`src/rtl/mem_access_unit_if.sv`:
```
// Load/store bus between the MEM stage, the access unit and DataMemory.
interface mem_access_unit_if;
  logic        req_valid;
  logic        mem_read;
  logic        mem_write;
  logic [2:0]  funct3;
  logic [31:0] addr;
  logic [31:0] store_data;
  logic [31:0] dm_address;
  logic [31:0] dm_data_in;
  logic [1:0]  dm_write;
  logic [1:0]  dm_data;
  logic [31:0] dm_data_out;
  logic        stall;
  logic [31:0] load_data;
  logic        load_valid;
  logic        access_fault;

  // Access unit side
  modport slave (
    input  req_valid, mem_read, mem_write, funct3, addr, store_data, dm_data_out,
    output dm_address, dm_data_in, dm_write, dm_data, stall, load_data, load_valid,
           access_fault
  );

  // Pipeline / memory side
  modport master (
    output req_valid, mem_read, mem_write, funct3, addr, store_data, dm_data_out,
    input  dm_address, dm_data_in, dm_write, dm_data, stall, load_data, load_valid,
           access_fault
  );
endinterface

```
`src/rtl/mem_access_unit.sv`:
```
// MEM-stage load/store front end: decode, extension, misaligned byte splitting.
module mem_access_unit #(
  parameter bit SPLIT_MISALIGNED = 1'b1
) (
  input  logic               clk,
  input  logic               reset_n,
  mem_access_unit_if.slave   bus
);
  typedef enum logic {IDLE, SPLIT} state_t;

  state_t      r_state, w_state_nxt;
  logic [31:0] r_addr, r_sdata, r_buf, r_load_data;
  logic        r_is_store, r_load_valid, r_fault;
  logic [2:0]  r_funct3;
  logic [1:0]  r_idx, r_last;

  logic        w_active, w_legal, w_misaligned;
  logic        w_latch, w_load_cap, w_split_done, w_buf_we, w_fault;
  logic [31:0] w_merged;
  logic [7:0]  w_store_byte;

  function automatic logic [31:0] f_extend(input logic [31:0] d, input logic [2:0] f3);
    case (f3)
      3'b000:  f_extend = {{24{d[7]}}, d[7:0]};
      3'b001:  f_extend = {{16{d[15]}}, d[15:0]};
      3'b100:  f_extend = {24'd0, d[7:0]};
      3'b101:  f_extend = {16'd0, d[15:0]};
      default: f_extend = d;
    endcase
  endfunction

  assign w_active     = bus.req_valid & (bus.mem_read | bus.mem_write);
  assign w_misaligned = ((bus.funct3[1:0] == 2'b01) & bus.addr[0]) |
                        ((bus.funct3[1:0] == 2'b10) & (|bus.addr[1:0]));
  assign w_store_byte = 8'(r_sdata >> {r_idx, 3'b000});

  // Legal funct3 decode; store has priority over load
  always_comb begin
    w_legal = 1'b0;
    if (bus.mem_write) w_legal = (bus.funct3 == 3'b000) | (bus.funct3 == 3'b001) |
                                 (bus.funct3 == 3'b010);
    else               w_legal = (bus.funct3 == 3'b000) | (bus.funct3 == 3'b001) |
                                 (bus.funct3 == 3'b010) | (bus.funct3 == 3'b100) |
                                 (bus.funct3 == 3'b101);
  end

  // Split buffer with the current byte merged in at position idx
  always_comb begin
    w_merged = r_buf;
    case (r_idx)
      2'd0: w_merged[7:0]   = bus.dm_data_out[7:0];
      2'd1: w_merged[15:8]  = bus.dm_data_out[7:0];
      2'd2: w_merged[23:16] = bus.dm_data_out[7:0];
      default: w_merged[31:24] = bus.dm_data_out[7:0];
    endcase
  end

  // State register
  always_ff @(posedge clk or negedge reset_n) begin
    if (!reset_n) r_state <= IDLE;
    else          r_state <= w_state_nxt;
  end

  // Next state and DataMemory drive
  always_comb begin
    w_state_nxt    = r_state;
    bus.dm_address = 32'd0;
    bus.dm_data_in = 32'd0;
    bus.dm_write   = 2'b00;
    bus.dm_data    = 2'b00;
    bus.stall      = 1'b0;
    w_latch        = 1'b0;
    w_load_cap     = 1'b0;
    w_split_done   = 1'b0;
    w_buf_we       = 1'b0;
    w_fault        = 1'b0;
    case (r_state)
      IDLE: begin
        if (w_active) begin
          if (!w_legal || (w_misaligned && !SPLIT_MISALIGNED)) begin
            w_fault = 1'b1;
          end else if (w_misaligned) begin
            bus.stall   = 1'b1;
            w_latch     = 1'b1;
            w_state_nxt = SPLIT;
          end else begin
            bus.dm_address = bus.addr;
            bus.dm_data_in = bus.store_data;
            bus.dm_data    = bus.funct3[1:0];
            if (bus.mem_write) bus.dm_write = 2'(bus.funct3[1:0]) + 2'd1;
            else               w_load_cap   = 1'b1;
          end
        end
      end
      SPLIT: begin
        bus.dm_address = r_addr + 32'(r_idx);
        if (r_is_store) begin
          bus.dm_write   = 2'b01;
          bus.dm_data_in = {24'd0, w_store_byte};
        end else begin
          w_buf_we = 1'b1;
        end
        bus.stall = (r_idx != r_last);
        if (r_idx == r_last) begin
          w_state_nxt  = IDLE;
          w_split_done = 1'b1;
        end
      end
      default: w_state_nxt = IDLE;
    endcase
    // Reset must silence memory writes and stall immediately
    if (!reset_n) begin
      bus.dm_write = 2'b00;
      bus.stall    = 1'b0;
    end
  end

  // Split context, buffer and registered load/fault results
  always_ff @(posedge clk or negedge reset_n) begin
    if (!reset_n) begin
      r_addr       <= 32'd0;
      r_sdata      <= 32'd0;
      r_buf        <= 32'd0;
      r_is_store   <= 1'b0;
      r_funct3     <= 3'd0;
      r_idx        <= 2'd0;
      r_last       <= 2'd0;
      r_load_data  <= 32'd0;
      r_load_valid <= 1'b0;
      r_fault      <= 1'b0;
    end else begin
      r_load_valid <= w_load_cap | (w_split_done & ~r_is_store);
      r_fault      <= w_fault;
      if (w_load_cap)
        r_load_data <= f_extend(bus.dm_data_out, bus.funct3);
      else if (w_split_done && !r_is_store)
        r_load_data <= f_extend(w_merged, r_funct3);
      if (w_latch) begin
        r_addr     <= bus.addr;
        r_sdata    <= bus.store_data;
        r_is_store <= bus.mem_write;
        r_funct3   <= bus.funct3;
        r_idx      <= 2'd0;
        r_last     <= (bus.funct3[1:0] == 2'b01) ? 2'd1 : 2'd3;
        r_buf      <= 32'd0;
      end else if (r_state == SPLIT) begin
        if (w_buf_we) r_buf <= w_merged;
        r_idx <= r_idx + 2'd1;
      end
    end
  end

  assign bus.load_data    = r_load_data;
  assign bus.load_valid   = r_load_valid;
  assign bus.access_fault = r_fault;
endmodule

```
`src/flat_wrapper.sv`:
```
// flat-port wrapper written by rule: the top's interface ports become plain ports
module mem_access_unit_flat 
#(
  parameter bit SPLIT_MISALIGNED = 1'b1
)
  (clk, reset_n, bus_req_valid, bus_mem_read, bus_mem_write, bus_funct3, bus_addr, bus_store_data, bus_dm_data_out, bus_dm_address, bus_dm_data_in, bus_dm_write, bus_dm_data, bus_stall, bus_load_data, bus_load_valid, bus_access_fault);
  mem_access_unit_if bus_i ();
  input  logic clk;
  input  logic reset_n;
  input wire logic [$bits(bus_i.req_valid)-1:0] bus_req_valid;
  input wire logic [$bits(bus_i.mem_read)-1:0] bus_mem_read;
  input wire logic [$bits(bus_i.mem_write)-1:0] bus_mem_write;
  input wire logic [$bits(bus_i.funct3)-1:0] bus_funct3;
  input wire logic [$bits(bus_i.addr)-1:0] bus_addr;
  input wire logic [$bits(bus_i.store_data)-1:0] bus_store_data;
  input wire logic [$bits(bus_i.dm_data_out)-1:0] bus_dm_data_out;
  output wire logic [$bits(bus_i.dm_address)-1:0] bus_dm_address;
  output wire logic [$bits(bus_i.dm_data_in)-1:0] bus_dm_data_in;
  output wire logic [$bits(bus_i.dm_write)-1:0] bus_dm_write;
  output wire logic [$bits(bus_i.dm_data)-1:0] bus_dm_data;
  output wire logic [$bits(bus_i.stall)-1:0] bus_stall;
  output wire logic [$bits(bus_i.load_data)-1:0] bus_load_data;
  output wire logic [$bits(bus_i.load_valid)-1:0] bus_load_valid;
  output wire logic [$bits(bus_i.access_fault)-1:0] bus_access_fault;
  assign bus_i.req_valid = bus_req_valid;
  assign bus_i.mem_read = bus_mem_read;
  assign bus_i.mem_write = bus_mem_write;
  assign bus_i.funct3 = bus_funct3;
  assign bus_i.addr = bus_addr;
  assign bus_i.store_data = bus_store_data;
  assign bus_i.dm_data_out = bus_dm_data_out;
  assign bus_dm_address = bus_i.dm_address;
  assign bus_dm_data_in = bus_i.dm_data_in;
  assign bus_dm_write = bus_i.dm_write;
  assign bus_dm_data = bus_i.dm_data;
  assign bus_stall = bus_i.stall;
  assign bus_load_data = bus_i.load_data;
  assign bus_load_valid = bus_i.load_valid;
  assign bus_access_fault = bus_i.access_fault;
  mem_access_unit #(.SPLIT_MISALIGNED(SPLIT_MISALIGNED)) u_core (.clk(clk), .reset_n(reset_n), .bus(bus_i));
endmodule
```
`config.mk`:
```
export PLATFORM = sky130hd
export DESIGN_NAME = mem_access_unit_flat
export DESIGN_NICKNAME = d
export VERILOG_FILES = /design/src/rtl/mem_access_unit_if.sv /design/src/rtl/mem_access_unit.sv /design/src/flat_wrapper.sv
export SDC_FILE = /design/constraint.sdc
export NUM_CORES = 1
export LEC_CHECK = 0
export ABC_AREA = 1
export BUFFER_PORTS_ARGS = -buffer_cell sky130_fd_sc_hd__buf_2
export CORE_MARGIN = 2
export CORE_UTILIZATION = 50
export CTS_BUF_LIST = sky130_fd_sc_hd__clkbuf_4
export CTS_CLUSTER_DIAMETER = 80
export DETAILED_ROUTE_END_ITERATION = 6
export PLACE_DENSITY = 0.75
export RECOVER_POWER = 100
export SLEW_MARGIN = 20
export SYNTH_ARGS = -nofsm -noshare
export SYNTH_HDL_FRONTEND = slang
export SYNTH_SLANG_ARGS = --single-unit
```
`constraint.sdc`:
```
create_clock -name clk -period 4.45 [get_ports clk]
set_clock_uncertainty 0.05 [all_clocks]
set_input_delay 1.335 -clock clk [delete_from_list [all_inputs] [get_ports clk]]
set_output_delay 1.335 -clock clk [all_outputs]
set_load 0.1 [all_outputs]
```
After elaboration in Yosys (flattened, before gate mapping)
Cells that the tools add are included.
Widths: inputs -> output; s select.
- reduce and logical (&&, ||, !) cells: 11
- $add $sub $neg: 3
- equality and inequality tests: 13
- bitwise operators: 13
- muxes and demuxes: 55
- shifts and indexed selects: 1
- operators with widths (cell ; number):
    $mux 32 ; 11
    $pmux 32 s4 ; 2
    $pmux 32 s2 ; 2
    $mux 8 ; 5
    $add 32x2->32 ; 1
    $shr 32x5->8 ; 1
    $mux 2 ; 12
    $mux 1 ; 20
    $eq 3x3->1 const B ; 4
    $or 1x1->1 ; 7
    $eq 3x1->1 const B ; 2
    $logic_not 3->1 ; 2
    $reduce_bool 2->1 ; 3
    $add 2x1->2 const B ; 2
    $and 1x1->1 ; 4
    $eq 2x1->1 const B ; 2
    $eq 2x2->1 const B ; 2
    $pmux 1 s2 ; 2
    $pmux 2 s2 ; 1
    $eq 3x2->1 const B ; 1
    $reduce_or 3->1 ; 1
    $eq 2x2->1 ; 1
    $logic_not 2->1 ; 1
    $ne 2x2->1 ; 1
    5 further kinds ; 6
- word-level logic and storage cells: 107
- flip-flop bits (word level): 139
- output and inout port bits: 103
- bits of input ports: 104

Longest topological paths before layout
- depth after elaboration: 11
- gate-level depth with buffers: 14
- depth with buffers taken out: 11

Worst setup path after synthesis
Ideal clock, no wire load.
- path kind: in2out
- start point: input bus_funct3[0]
- end point: output bus_dm_address[11]
- stages on the path: 10
- required time: 3065 ps
- arrival: 4451 ps
- slack: -1386 ps
- path through: inv_1 ha_1 inv_2 nand2_1 a21oi_1 nor2_2 buf_4 nand2_2 buf_2 o21ai_0
- word-level cells in the longest chain between the ends: 9
- elaborated cells between the ends (all ways): 19
- ends and longest elaborated chain (item ; RTL line ; RTL):
    start: declaration ; flat_wrapper.sv:13 ; input wire logic [$bits(bus_i.funct3)-1:0] bus_funct3;
    $eq 3x1->1 / $logic_not 3->1 (equally long branches) ; mem_access_unit.sv:40, mem_access_unit.sv:42 ;
    $or 1x1->1 (2 in a row) ; mem_access_unit.sv:40, mem_access_unit.sv:42 ;
    $or 1x1->1 (2 in a row) ; mem_access_unit.sv:43 ; (bus.funct3 == 3'b010) | (bus.funct3 == 3'b100) |
    $mux 1 ; mem_access_unit.sv:40 ; if (bus.mem_write) w_legal = (bus.funct3 == 3'b000) | (bus.funct3 == 3'b001) |
    $mux 32 * ; mem_access_unit.sv:80 ; if (!w_legal || (w_misaligned && !SPLIT_MISALIGNED)) begin
    $mux 32 * ; mem_access_unit.sv:79 ; if (w_active) begin
    $pmux 32 s2 * ; mem_access_unit.sv:77 ; case (r_state)
    end: declaration ; flat_wrapper.sv:17 ; output wire logic [$bits(bus_i.dm_address)-1:0] bus_dm_address;
Mark *: on every way between the ends. The rest lies on a longest branch, timed or not.

Final worst setup path
- start point: input bus_funct3[1]
- end point: output bus_dm_write[0]
- word-level cells in the longest chain between the ends: 10
- elaborated cells between the ends (all ways): 20
- ends and longest elaborated chain (item ; RTL line ; RTL):
    $eq 3x1->1 / $logic_not 3->1 (equally long branches) ; mem_access_unit.sv:40, mem_access_unit.sv:42 ;
    $or 1x1->1 (2 in a row) ; mem_access_unit.sv:40, mem_access_unit.sv:42 ;
    $or 1x1->1 (2 in a row) ; mem_access_unit.sv:43 ;
    $mux 1 ; mem_access_unit.sv:40 ;
    $mux 2 * ; mem_access_unit.sv:80 ;
    $mux 2 * ; mem_access_unit.sv:79 ;
    $pmux 2 s2 * ; mem_access_unit.sv:77 ;
    $mux 2 * ; mem_access_unit.sv:112 ; if (!reset_n) begin
    end: declaration ; flat_wrapper.sv:19 ; output wire logic [$bits(bus_i.dm_write)-1:0] bus_dm_write;
Marked as above.

==> metrics.md <==
| Metric | Value |
|---|---|
| Nets | `1616` |
| Seq pwr share | `0.293` |
| Post-Syn Area | `8630 sq um` |
| Critical path capture point type | `output pin` |
| Pleak | `5.64 nW` |
| CTS Buf Count | `17` |
| Mean post-synth cell area | `6.54 sq um` |
| Fmax achieved | `229 MHz` |
| Hold Path Class | `reg2reg` |
| Top-count cell post-synth | `nand2_1` |
| DRT iter0 DRCs | `707` |
| Top cell type by total area after synthesis | `dfrtp_1` |
| Worst setup SP type | `primary input` |
| Detailed Route WL | `26.5 mm` |
| Yosys warns | `0` |
| Final setup fails | `0` |
| Critical path class | `in2out` |
| Tcrit/Tclk final | `0.983` |
| Clock power share | `0.123` |
| Failing checks | `max-capacitance violations, max-slew violations` |
| Wirelength per Cell | `15.2 um` |
| Post-synthesis net count | `1435` |
| EDFF count, synth | `0` |
| Reg-to-reg endpoint | `u_core.bus.load_data[23]` |
| Top post-synthesis cells by area | `dfrtp_1 (40%), nand2_1 (19%), o21ai_0 (8.7%)` |
| Layout cells sized above 1 | `0.194` |
| Main synth FF type | `dfrtp_1` |
| Starting Density | `0.504` |
| Multiplexer share of the synthesized area | `0` |
| Synth Area in Simple Gates | `0.346` |
| CTS root buffer | `clkbuf_4` |
| Area share of the largest cell type after synthesis | `0.403` |
| TritonCTS clock tree | `done` |
| Largest net degree at the start of global routing | `157` |
| Peak supply drop | `0.000574 V` |
| Iteration count of the initial detailed-routing pass | `7` |
| Rel. slew slack | `-0.515` |
| Post-synthesis sequential area ratio | `0.403` |
| Internal reg-to-reg setup slack | `0.85 ns` |
| First-pass GRT wire length | `43.3 mm` |
| Core Rows | `48` |
| Total power | `0.00771 W` |
| Outcome | `finished, violations left` |
| Avg Vias per Cell | `5.31` |
| Min-Delay Startpoint | `u_core.r_sdata[15]` |
| P per Cell Area | `707 nW/um^2` |
| Post-DP HPWL | `18.9 mm` |
| Die width | `135 um` |
| Routed via count | `9238` |
| CTS Hold Bufs | `0` |
| Antenna violations before repair | `3` |
| Sw power | `0.00437 W` |
| Hold Path Sink | `u_core.r_sdata[15]` |
| Combinational fraction of design power | `0.584` |
| Post-route ant nets | `0` |
| CTS HTree Levels | `4` |
| Worst R2R Path Depth | `6` |
| GPL Wtd Cong | `0.897` |
| Worst Tran Pin Value | `2.27 ns` |
| Layout area overhead | `26.4%` |
| Max Cap Viol | `3` |
| Die area | `18300 sq um` |
| Die height | `135 um` |
| Post-CTS Setup Inserts | `0` |
| Core area | `17100 sq um` |
| Pre-CTS setup slack | `0.0906 ns` |
| Final Max Slew Viols | `277` |
| Leading post-synthesis cells by instance count | `nand2_1 (446), o21ai_0 (150), inv_1 (143), nor2_1 (143), dfrtp_1 (139)` |
| Unique masters post-synth | `27` |
| Synth Area in Compound Gates | `0.126` |
| Clock-pin slew on the worst setup and hold paths | `0.12 ns` |
| Async S/R FF share, synth | `1.00` |
| Hold depth | `2` |
| Buffers added on ports | `206` |
| Sw Share | `0.566` |
| Remaining global-route overflow | `0` |
| Unrepaired setup endpoints after global routing | `no` |
| Post-synthesis adder-cell area fraction | `0.0154` |
| Data arrival, critical path | `2.99 ns` |
| Post-Syn Instances | `1321` |
| Final hold violations | `0` |
| CP Max Fanout | `4` |
| GRT Total Usage | `0.297` |
| Clock Tree Buf Depth | `2` |
| DR DRC count | `0` |
| Worst R2R Start | `u_core.r_is_store` |
| Setup ws final | `0.0773 ns` |
| Flops & latches, synth | `139` |
| Via count of the first global-routing pass | `8843` |
| Main combinational cell family by area after synthesis | `simple AND/OR/NAND/NOR gates` |
| Post-synthesis xor/xnor area fraction | `0.00812` |
| Clk sink count | `139` |
| Min Tclk post-route | `4.37 ns` |
| CP required | `3.06 ns` |
| Pint | `0.00334 W` |
| Worst skew pair latency | `0.58 ns` |
| PostCTS Resize Cnt | `0` |
| IO Count | `207` |
[per-layer routing]
layer | track usage | vias to the layer above | part of all wire
met3 | 0.0629 | 71 | 0.066
met2 | 0.497 | 354 | 0.48
li1 | - | 4539 | -
met4 | 0.123 | 4 | 0.032
met1 | 0.376 | 4270 | 0.42
met5 | 0 | - | 0.00091
[cell families after synthesis]
logic type | Yosys count
buffers and inverters | 218
AND/OR/NAND/NOR | 732
XOR/XNOR | 8
adder cells (fa/ha/maj) | 10
flip-flops | 139
AO/OA/AOI/OAI | 214
[cell type report]
class | count | area (sq um)
timing repair buffer | 231 | 1550
clock buffer | 17 | 128
tap | 225 | 282
multi-input combinational | 964 | 4710
sequential | 139 | 3480
inverter | 149 | 562
clock inverter | 15 | 196
antenna | 1 | 2.50
fill | 1610 | 6200
[registers in the layout, indices dropped and copies added, names as in the netlist]
name,count
u_core.r_last,2
u_core.r_state,1
u_core.bus.load_data,32
u_core.r_buf,32
u_core.bus.load_valid,1
u_core.r_sdata,32
u_core.r_funct3,3
u_core.bus.access_fault,1
u_core.r_idx,2
u_core.r_addr,32
u_core.r_is_store,1
[stage by stage]
stage	util	TNS, ns	std cells	cell area [sq um]	hold WS (ns)
after floorplan	-	-5.65	1321	9060	0.398
after global placement	0.664	0	1708	11400	0.411
after detailed placement	0.664	0	1708	11400	0.425
after CTS	0.682	0	1740	11700	0.454
after global routing	0.638	0	1741	10900	0.467
final	0.638	0	1741	10900	0.451
[power by group through the flow]
stage | logic, W | clock network [W] | registers, W
2_1_floorplan | 0.00266 | 0 | 0.00312
3_3_place_gp | 0.00471 | 0 | 0.00224
3_5_place_dp | 0.00479 | 0 | 0.00225
4_1_cts | 0.00481 | 0.000965 | 0.00223
5_1_grt | 0.00490 | 0.00102 | 0.00232
6_report | 0.00450 | 0.000950 | 0.00226
[worst max-delay path: stages]
cell     delay (ns)
buf_2          0.09
inv_1          0.06
ha_1           0.23
nand2_1        0.11
nand2_1        0.08
nand2_1        0.15
nand4_1        0.09
o21ai_0        0.33
nand2_1        0.15
nor2_2         0.17
buf_12         0.19
[layout by cell type (no fill, tap or decap), types with 12 or more instances in the layout]
master,instances
inv_1,143
clkbuf_4,34
nand3_1,111
nor2_1,121
nor2_4,22
nand2_1,435
o21ai_0,155
dfrtp_1,138
buf_4,41
buf_2,102
o21ai_4,17
buf_6,18
clkbuf_1,39
nand3b_1,12
a21oi_1,20
[how the worst max path moves through the flow]
stage	from	endpoint	slack (ns)	cells past startpoint
6_report	bus_funct3[1]	bus_dm_write[0]	0.08	11
5_1_grt	bus_funct3[1]	bus_dm_data_in[17]	0.02	12
4_1_cts	u_core.r_idx[1]	bus_dm_address[18]	0.003	10
3_5_place_dp	bus_funct3[0]	bus_dm_data_in[27]	0.09	12
3_3_place_gp	bus_funct3[0]	bus_dm_data_in[27]	0.14	12
2_1_floorplan	bus_funct3[0]	bus_dm_data[0]	-0.55	10
(Power assumes the default switching activity.)
